==> src/rtl/anton_neopixel_multilane.sv <==
// anton_neopixel_multilane
// Multi-lane NeoPixel (WS2812-style) frame streamer. A byte-wide pixel
// buffer holds LANES independent banks. A frame request streams the first
// pixelCount pixels of every bank out in parallel, one lane per output bit.
// The lanes are bit-aligned. Each frame ends with a low latch period.
//
// Ports:
//   clk6_4mhz  - sole clock, rising edge
//   reset      - synchronous, active-high
//   wrEn       - buffer byte write strobe (accepted in any state)
//   wrAddr     - byte address = (lane*PIXELS + pixel)*CHANNELS + channel
//   wrData     - byte to write
//   start      - single-cycle frame request (ignored while busy)
//   loop       - when high at the end of a latch, start another frame
//   pixelCount - pixels per lane to send (clamped to PIXELS)
//   neoData    - encoded serial data, bit n drives lane n
//   busy       - high while a frame (load, data or latch) is in progress
//   frameDone  - one-cycle pulse on the last latch cycle
module anton_neopixel_multilane #(
    parameter int LANES       = 2,
    parameter int CHANNELS    = 3,
    parameter int PIXELS      = 64,
    parameter int PATTERN_LEN = 8,
    parameter int T0H         = 2,
    parameter int T1H         = 5,
    parameter int RESET_DELAY = 400,
    localparam int DEPTH      = LANES * PIXELS * CHANNELS,
    localparam int AW         = (DEPTH > 1) ? $clog2(DEPTH) : 1,
    localparam int CW         = $clog2(PIXELS + 1)
) (
    input  logic             clk6_4mhz,
    input  logic             reset,
    input  logic             wrEn,
    input  logic [AW-1:0]    wrAddr,
    input  logic [7:0]       wrData,
    input  logic             start,
    input  logic             loop,
    input  logic [CW-1:0]    pixelCount,
    output logic [LANES-1:0] neoData,
    output logic             busy,
    output logic             frameDone
);

    localparam int PW  = (PATTERN_LEN > 1) ? $clog2(PATTERN_LEN) : 1;
    localparam int CHW = (CHANNELS > 1) ? $clog2(CHANNELS) : 1;
    localparam int LW  = $clog2(RESET_DELAY + 1);

    typedef enum logic [1:0] {IDLE, LOAD, STREAM, LATCH} stateT;

    stateT           state;
    logic [7:0]      mem [DEPTH];
    logic [7:0]      shiftReg [LANES];
    logic [PW-1:0]   phase;
    logic [2:0]      bitIdx;
    logic [CHW-1:0]  chanIdx;
    logic [CW-1:0]   pixelIdx;
    logic [CW-1:0]   countReg;
    logic [LW-1:0]   latchCnt;

    logic            lastChan;
    logic            lastByte;
    logic            slotEnd;
    logic [CHW-1:0]  nextChan;
    logic [CW-1:0]   nextPix;

    function automatic logic [AW-1:0] byteAddr(input int lane, input int pix, input int ch);
        return AW'((lane * PIXELS + pix) * CHANNELS + ch);
    endfunction

    function automatic logic [CW-1:0] clampCount(input logic [CW-1:0] req);
        return (int'(req) > PIXELS) ? CW'(PIXELS) : req;
    endfunction

    // Buffer writes are independent of the frame state machine and are never
    // cleared by reset. Addresses past the last byte are dropped.
    always_ff @(posedge clk6_4mhz) begin
        if (wrEn && (int'(wrAddr) < DEPTH)) begin
            mem[wrAddr] <= wrData;
        end
    end

    // Position of the byte that follows the one currently on the wire.
    always_comb begin
        lastChan = (int'(chanIdx) == CHANNELS - 1);
        nextChan = lastChan ? '0 : chanIdx + CHW'(1);
        nextPix  = lastChan ? pixelIdx + CW'(1) : pixelIdx;
        lastByte = lastChan && (int'(pixelIdx) == int'(countReg) - 1);
        slotEnd  = (int'(phase) == PATTERN_LEN - 1);
    end

    // Frame sequencer. neoData is registered one cycle ahead: on each edge it
    // takes the level for the phase about to start. The first cycle of every
    // slot is always high because T0H > 0. Each new byte is fetched on the
    // final cycle of the previous byte. A write to the same address in that
    // cycle therefore still delivers the old byte, and any earlier write is
    // picked up.
    always_ff @(posedge clk6_4mhz) begin
        if (reset) begin
            state     <= IDLE;
            neoData   <= '0;
            busy      <= 1'b0;
            frameDone <= 1'b0;
            phase     <= '0;
            bitIdx    <= '0;
            chanIdx   <= '0;
            pixelIdx  <= '0;
            countReg  <= '0;
            latchCnt  <= '0;
            for (int n = 0; n < LANES; n++) begin
                shiftReg[n] <= '0;
            end
        end else begin
            frameDone <= 1'b0;
            case (state)
                IDLE: begin
                    neoData <= '0;
                    if (start) begin
                        countReg <= clampCount(pixelCount);
                        state    <= LOAD;
                        busy     <= 1'b1;
                    end
                end

                LOAD: begin
                    for (int n = 0; n < LANES; n++) begin
                        shiftReg[n] <= mem[byteAddr(n, 0, 0)];
                    end
                    phase    <= '0;
                    bitIdx   <= '0;
                    chanIdx  <= '0;
                    pixelIdx <= '0;
                    latchCnt <= '0;
                    if (countReg == '0) begin
                        state     <= LATCH;
                        neoData   <= '0;
                        frameDone <= (RESET_DELAY == 1);
                    end else begin
                        state   <= STREAM;
                        neoData <= '1;
                    end
                end

                STREAM: begin
                    if (!slotEnd) begin
                        phase <= phase + PW'(1);
                        for (int n = 0; n < LANES; n++) begin
                            neoData[n] <= (int'(phase) + 1) < (shiftReg[n][7] ? T1H : T0H);
                        end
                    end else begin
                        phase <= '0;
                        if (bitIdx != 3'd7) begin
                            bitIdx  <= bitIdx + 3'd1;
                            neoData <= '1;
                            for (int n = 0; n < LANES; n++) begin
                                shiftReg[n] <= {shiftReg[n][6:0], 1'b0};
                            end
                        end else if (lastByte) begin
                            bitIdx    <= '0;
                            latchCnt  <= '0;
                            state     <= LATCH;
                            neoData   <= '0;
                            frameDone <= (RESET_DELAY == 1);
                        end else begin
                            bitIdx   <= '0;
                            chanIdx  <= nextChan;
                            pixelIdx <= nextPix;
                            neoData  <= '1;
                            for (int n = 0; n < LANES; n++) begin
                                shiftReg[n] <= mem[byteAddr(n, int'(nextPix), int'(nextChan))];
                            end
                        end
                    end
                end

                LATCH: begin
                    neoData <= '0;
                    if (int'(latchCnt) == RESET_DELAY - 1) begin
                        latchCnt <= '0;
                        if (loop) begin
                            countReg <= clampCount(pixelCount);
                            state    <= LOAD;
                        end else begin
                            state <= IDLE;
                            busy  <= 1'b0;
                        end
                    end else begin
                        latchCnt  <= latchCnt + LW'(1);
                        frameDone <= (int'(latchCnt) + 2 == RESET_DELAY);
                    end
                end

                default: begin
                    state <= IDLE;
                    busy  <= 1'b0;
                end
            endcase
        end
    end

endmodule

==> config.mk <==
export PLATFORM = sky130hd
export DESIGN_NAME = anton_neopixel_multilane
export DESIGN_NICKNAME = d
export VERILOG_FILES = /design/src/rtl/anton_neopixel_multilane.sv
export SDC_FILE = /design/constraint.sdc
export NUM_CORES = 2
export LEC_CHECK = 0
export CAP_MARGIN = 20
export CELL_PAD_IN_SITES_DETAIL_PLACEMENT = 1
export CELL_PAD_IN_SITES_GLOBAL_PLACEMENT = 1
export CORE_MARGIN = 3
export CORE_UTILIZATION = 37
export CTS_CLUSTER_DIAMETER = 60
export CTS_CLUSTER_SIZE = 20
export DETAILED_ROUTE_END_ITERATION = 8
export GPL_TIMING_DRIVEN = 0
export PLACE_DENSITY_LB_ADDON = 0.1
export SKIP_CTS_REPAIR_TIMING = 1
export SLEW_MARGIN = 20
export SYNTH_ARGS = -nofsm -noshare
export SYNTH_HDL_FRONTEND = slang
export SYNTH_SLANG_ARGS = --single-unit
export TNS_END_PERCENT = 10
==> constraint.sdc <==
create_clock -name clk6_4mhz -period 15.3 [get_ports clk6_4mhz]
set_input_delay 3.06 -clock clk6_4mhz [delete_from_list [all_inputs] [get_ports clk6_4mhz]]
set_output_delay 3.06 -clock clk6_4mhz [all_outputs]
set_load 0.05 [all_outputs]
# Yosys cells after proc, flatten, opt, wreduce, memory -nomap -nowiden

Memory sizes are Yosys's and may differ from the RTL's.
Index checks and enable logic that the tools add are counted.

Flip-flop bits (word level): 37
Memory bits (writable): 3088
Input bits: 29
Output and inout bits: 4
Logic and storage cells: 136
Memories: 2

Memory list:

| name     | depth | bits a word | read ports | clocked after Yosys merged registers in | wr ports | line | source |
|---|---|---|---|---|---|---|---|
| mem      | 384   | 8           | 4          | 0                                       | 1        | 51   | `logic [7:0] mem [DEPTH];` |
| shiftReg | 2     | 8           | 2          | 0                                       | 2        | 52   | `logic [7:0] shiftReg [LANES];` |

$add $sub $neg: 11
Multipliers: 2
Magnitude comparators: 4
Equality and inequality tests: 17
Multiplexer cells: 68
Bitwise gates (word level): 7
Reductions and logical operators: 15

Operators by type and width:

| kind                                              | number |
|---|---|
| 2-to-1 mux 7 bit                                  | 8 |
| 2-to-1 mux 8 bit                                  | 6 |
| 2-to-1 mux 9 bit                                  | 4 |
| < comparator 32 x 4 -> 1 bit                      | 1 |
| case mux 7 bit (2 select lines)                   | 2 |
| case mux 9 bit (3 select lines)                   | 1 |
| 2-to-1 mux 2 bit                                  | 13 |
| 2-to-1 mux 1 bit                                  | 23 |
| adder 9 x 2 -> 9 bit                              | 2 |
| != test 2 bit (second input constant)             | 8 |
| AND reduction 4 bit                               | 4 |
| 2-to-1 mux 3 bit                                  | 5 |
| case mux 3 bit (2 select lines)                   | 2 |
| adder 9 x 2 -> 10 bit (second input constant)     | 1 |
| == test 10 x 9 -> 1 bit (second input constant)   | 1 |
| adder 9 x 1 -> 9 bit (second input constant)      | 1 |
| == test 9 x 8 -> 1 bit (second input constant)    | 1 |
| < comparator 9 bit (second input constant)        | 1 |
| multiplier 7 x 2 -> 9 bit (second input constant) | 1 |
| multiplier 8 x 2 -> 9 bit (second input constant) | 1 |
| adder 7 x 7 -> 8 bit (first input constant)       | 1 |
| == test 8 bit                                     | 1 |
| case mux 2 bit (4 select lines)                   | 1 |
| subtractor 7 x 1 -> 8 bit (second input constant) | 1 |
| 24 further kinds                                  | 34 |

# Longest topological paths before layout

Word-level depth: 10
Mapped depth: 21
Depth with buffers taken out: 16

# Worst setup path after synthesis

No wires, ideal clock.

Path kind: input to register
Start: input port wrEn
End: memory mem[108][0], enable pin
Setup time: 370 ps
Arrival time: 4532 ps
Data required time: 14930 ps
Setup slack: 10398 ps
Stages on the path: 5
Buffers on the path: 1
Path through: a21boi_0 > nor3b_1 > nand3_1 > clkbuf_1 > nor2_1

Longest elaborated chain between the ends: 3

RTL lines:

| element                                | line | source |
|---|---|---|
| start: declaration                     | 33   | `input logic wrEn,` |
| logical AND 1 bit                      | 77   | `if (wrEn && (int'(wrAddr) < DEPTH)) begin` |
| 2-to-1 mux 1 bit                       | 77   |  |
| 2-to-1 mux 1 bit (not written as such) | 78   | `mem[wrAddr] <= wrData;` |
| end: declaration                       | 51   |  |

No other way between the ends.

==> flow_summary.yaml <==
run_status:
  status: "finished, final reports clean"
clock_network:
  cts_buffers: 282
  cts_tree: "done"
  root_buffer: "clkbuf_16"
  clock_insertion_delay_worst_skew_ns: 0.98
  clock_sinks: 3125
  clockBufferDepth: 4
  path_clk_slew_ns: 0.06
  htree_levels: 5
logic_synthesis:
  yosys.area.top_type: "edfxtp_1"
  netlist_area_mm2: 0.123
  avgSynthCellArea_um2: 20.1
  synth_xor_area_frac: 0.00255
  ys_async_sr_fraction: 0
  synth_seq_cells: 3125
  synth_compound_area_frac: 0.0315
  ys.flop_type: "edfxtp_1"
  synth_top_family_by_area: "multiplexers"
  synth_top_area_share: 0.754
  synthTopCellsByArea: "edfxtp_1, mux4_2, mux2i_1, nor2_1, nand2_1"
  synthAdderAreaFrac: 0.00348
  synth-edff-count: 3088
  synthMuxAreaShare: 0.149
  synth_seq_area_share: 0.760
  syn_nets: 6180
  synth_cell_types: 81
  yosys_warnings: 0
  syn-instance-count: 6118
  yosys.area_share.simple: 0.0370
setup_path:
  required_ns: 16.06
  cp_max_fo: 12
  arrival_ns: 10.67
  timing_worst_setup_path_type: "register to register"
  critPathLaunchType: "register"
  rrSetupSlack_ns: 5.39
  setup.worst_path.end: "shiftReg[0][12]"
  r2r_end: "shiftReg[0][12]"
  startpoint: "chanIdx[1]"
  r2r-start: "chanIdx[1]"
  r2r_cells: 20
  critPathCaptureType: "register"
die:
  dieArea_mm2: 0.339
  start_util: 0.372
  rows: 211
  design.core.area_mm2: 0.331
  ioPinCount: 33
  die_y_um: 582
  dieWidth_um: 582
sta:
  hold_viol_final: 0
  worst_slew_pin_slew_ns: 1.42
  min_period_over_period: 0.648
  finClkSkew_ns: 0.0595
  min_period_ns: 9.91
  relSlewSlack: 0.0423
  fmax_mhz: 101
  drv_slew: 0
  rsz0062_at_grt: "false"
  setup_viol: 0
global_routing:
  grt_antenna_before_repair: 94
  overflow: 0
  grt_pass1_vias: 69932
  grt_max_degree: 129
  grt.total_usage: 0.346
  grt_pass1_wl_um: 753000
worst_hold_path:
  hp-class: "register to register"
  holdCritStartpoint: "bitIdx[2]"
power:
  p_per_area_mw_per_mm2: 125
  power_leakage_nw: 45.7
  report.power.total_w: 0.0178
  peakVddDrop_v: 0.0000947
placement:
  place.port_buffers: 32
  dp_hpwl_um: 405000
  gp_congestion: 0.948
route:
  viasPerCell: 6.72
  drc: 0
  drt_iter0_markers: 14974
  wl_per_cell_um: 53.0
  drt-pass1-iter-count: 6
  vias: 75618
  ant_nets: 0
  drt_wl_total_um: 597000
final_layout:
  syn_to_final_growth_pct: 16.1
  layout_commonest_cell: "edfxtp_1"
  finish.net_count: 6649
  fin_util: 0.432
  drive_above_1_share: 0.262
  nFillCells: 30773
  mostFrequentLayoutCells: "edfxtp_1, mux4_2, nor2_1"
job:
  cap_violations: 0
-- Yosys cell counts, drive strengths merged (10+ instances only) --
master / number
edfxtp: 3088
a2111oi: 20
mux4: 729
nand3: 76
a32oi: 26
o221ai: 14
nand3b: 10
o31ai: 11
a32o: 10
xor2: 17
inv: 27
nor2: 469
o211ai: 12
and2: 10
buf: 212
dfxtp: 37
ha: 31
mux2i: 188
nand2: 306
nand4: 19
o21ai: 64
a22oi: 104
a211oi: 48
and3: 19
clkbuf: 160
o22ai: 90
nor2b: 11
xnor2: 18
a21oi: 73
a31oi: 19
nor3: 47
nor4: 32
-- layer usage --
| metal | GRT usage | wire (um) | up-vias | part of all wire |
|---|---|---|---|---|
| li1 | - | - | 26345 | - |
| met1 | 0.466 | 225000 | 41757 | 0.38 |
| met2 | 0.495 | 255000 | 6180 | 0.43 |
| met3 | 0.114 | 78000 | 1296 | 0.13 |
| met4 | 0.187 | 38000 | 40 | 0.064 |
| met5 | 0.00907 | 700 | - | 0.0012 |
-- stage by stage --
stage               worst slack (ns)  setup TNS, ns  hold WS (ns)  instances  cell area, um^2
finish                          5.39              0         0.515      11247           143000
global route                    5.76              0         0.542      11185           143000
detailed placement              6.03              0         0.490      10664           132000
CTS                             5.99              0         0.510      11176           143000
global placement               -1.26       -2699.64         0.472      10516           129000
floorplan                      10.40              0         0.458       6118           123000
-- state kept, by name, indices dropped and copies added (netlist names) --
signal,flops
chanIdx,2
frameDone,1
phase,3
bitIdx,3
countReg,7
pixelIdx,7
busy,1
state,2
latchCnt,9
mem,3072
shiftReg,16
neoData,2
-- kinds of logic after synthesis --
family                     after synthesis
AOI/OAI and AO/OA                      554
muxes                                  924
and+or+nand+nor                       1047
DFF                                   3125
xor gates and xnor gates                35
buffers and inverters                  400
adders and majority gates               33
-- cell type report --
class | instances | area, um^2 | area share
Sequential cell | 3125 | 93500 | 0.655
Multi-Input combinational cell | 2593 | 27900 | 0.195
Clock buffer | 303 | 7350 | 0.0515
Tap cell | 4366 | 5460 | 0.0383
Timing Repair Buffer | 185 | 3620 | 0.0253
Clock inverter | 209 | 2680 | 0.0188
Buffer | 372 | 2040 | 0.0143
Antenna cell | 66 | 165 | 0.00116
Inverter | 28 | 105 | 0.000736
-- worst min path at each step --
stage,cells past startpoint,to
CTS,2,bitIdx[2]
global placement,2,bitIdx[1]
detailed placement,2,bitIdx[2]
global route,2,bitIdx[2]
finish,2,bitIdx[2]
floorplan,2,bitIdx[1]
-- where the power goes --
group          switching, W  internal [W]
clock               0.00374       0.00415
sequential        0.0000195       0.00943
combinational      0.000328      0.000108
total               0.00409        0.0137
-- worst max-delay path: stages (launching register included) --
cell      delay [ns]
dfxtp_1         0.36
nor2b_1         0.14
clkbuf_1        0.39
xor2_1          0.27
inv_1           0.10
fa_1            0.51
inv_1           0.04
ha_1            0.51
buf_4           0.41
buf_2           0.41
buf_2           0.86
buf_2           1.10
nand2_1         1.09
clkbuf_2        0.71
o221ai_1        0.52
o22ai_1         0.15
nor2_1          0.46
o22ai_1         0.15
a21oi_1         0.76
o21ai_0         0.32
a211oi_1        0.32
Power figures use the tool's default switching activity.
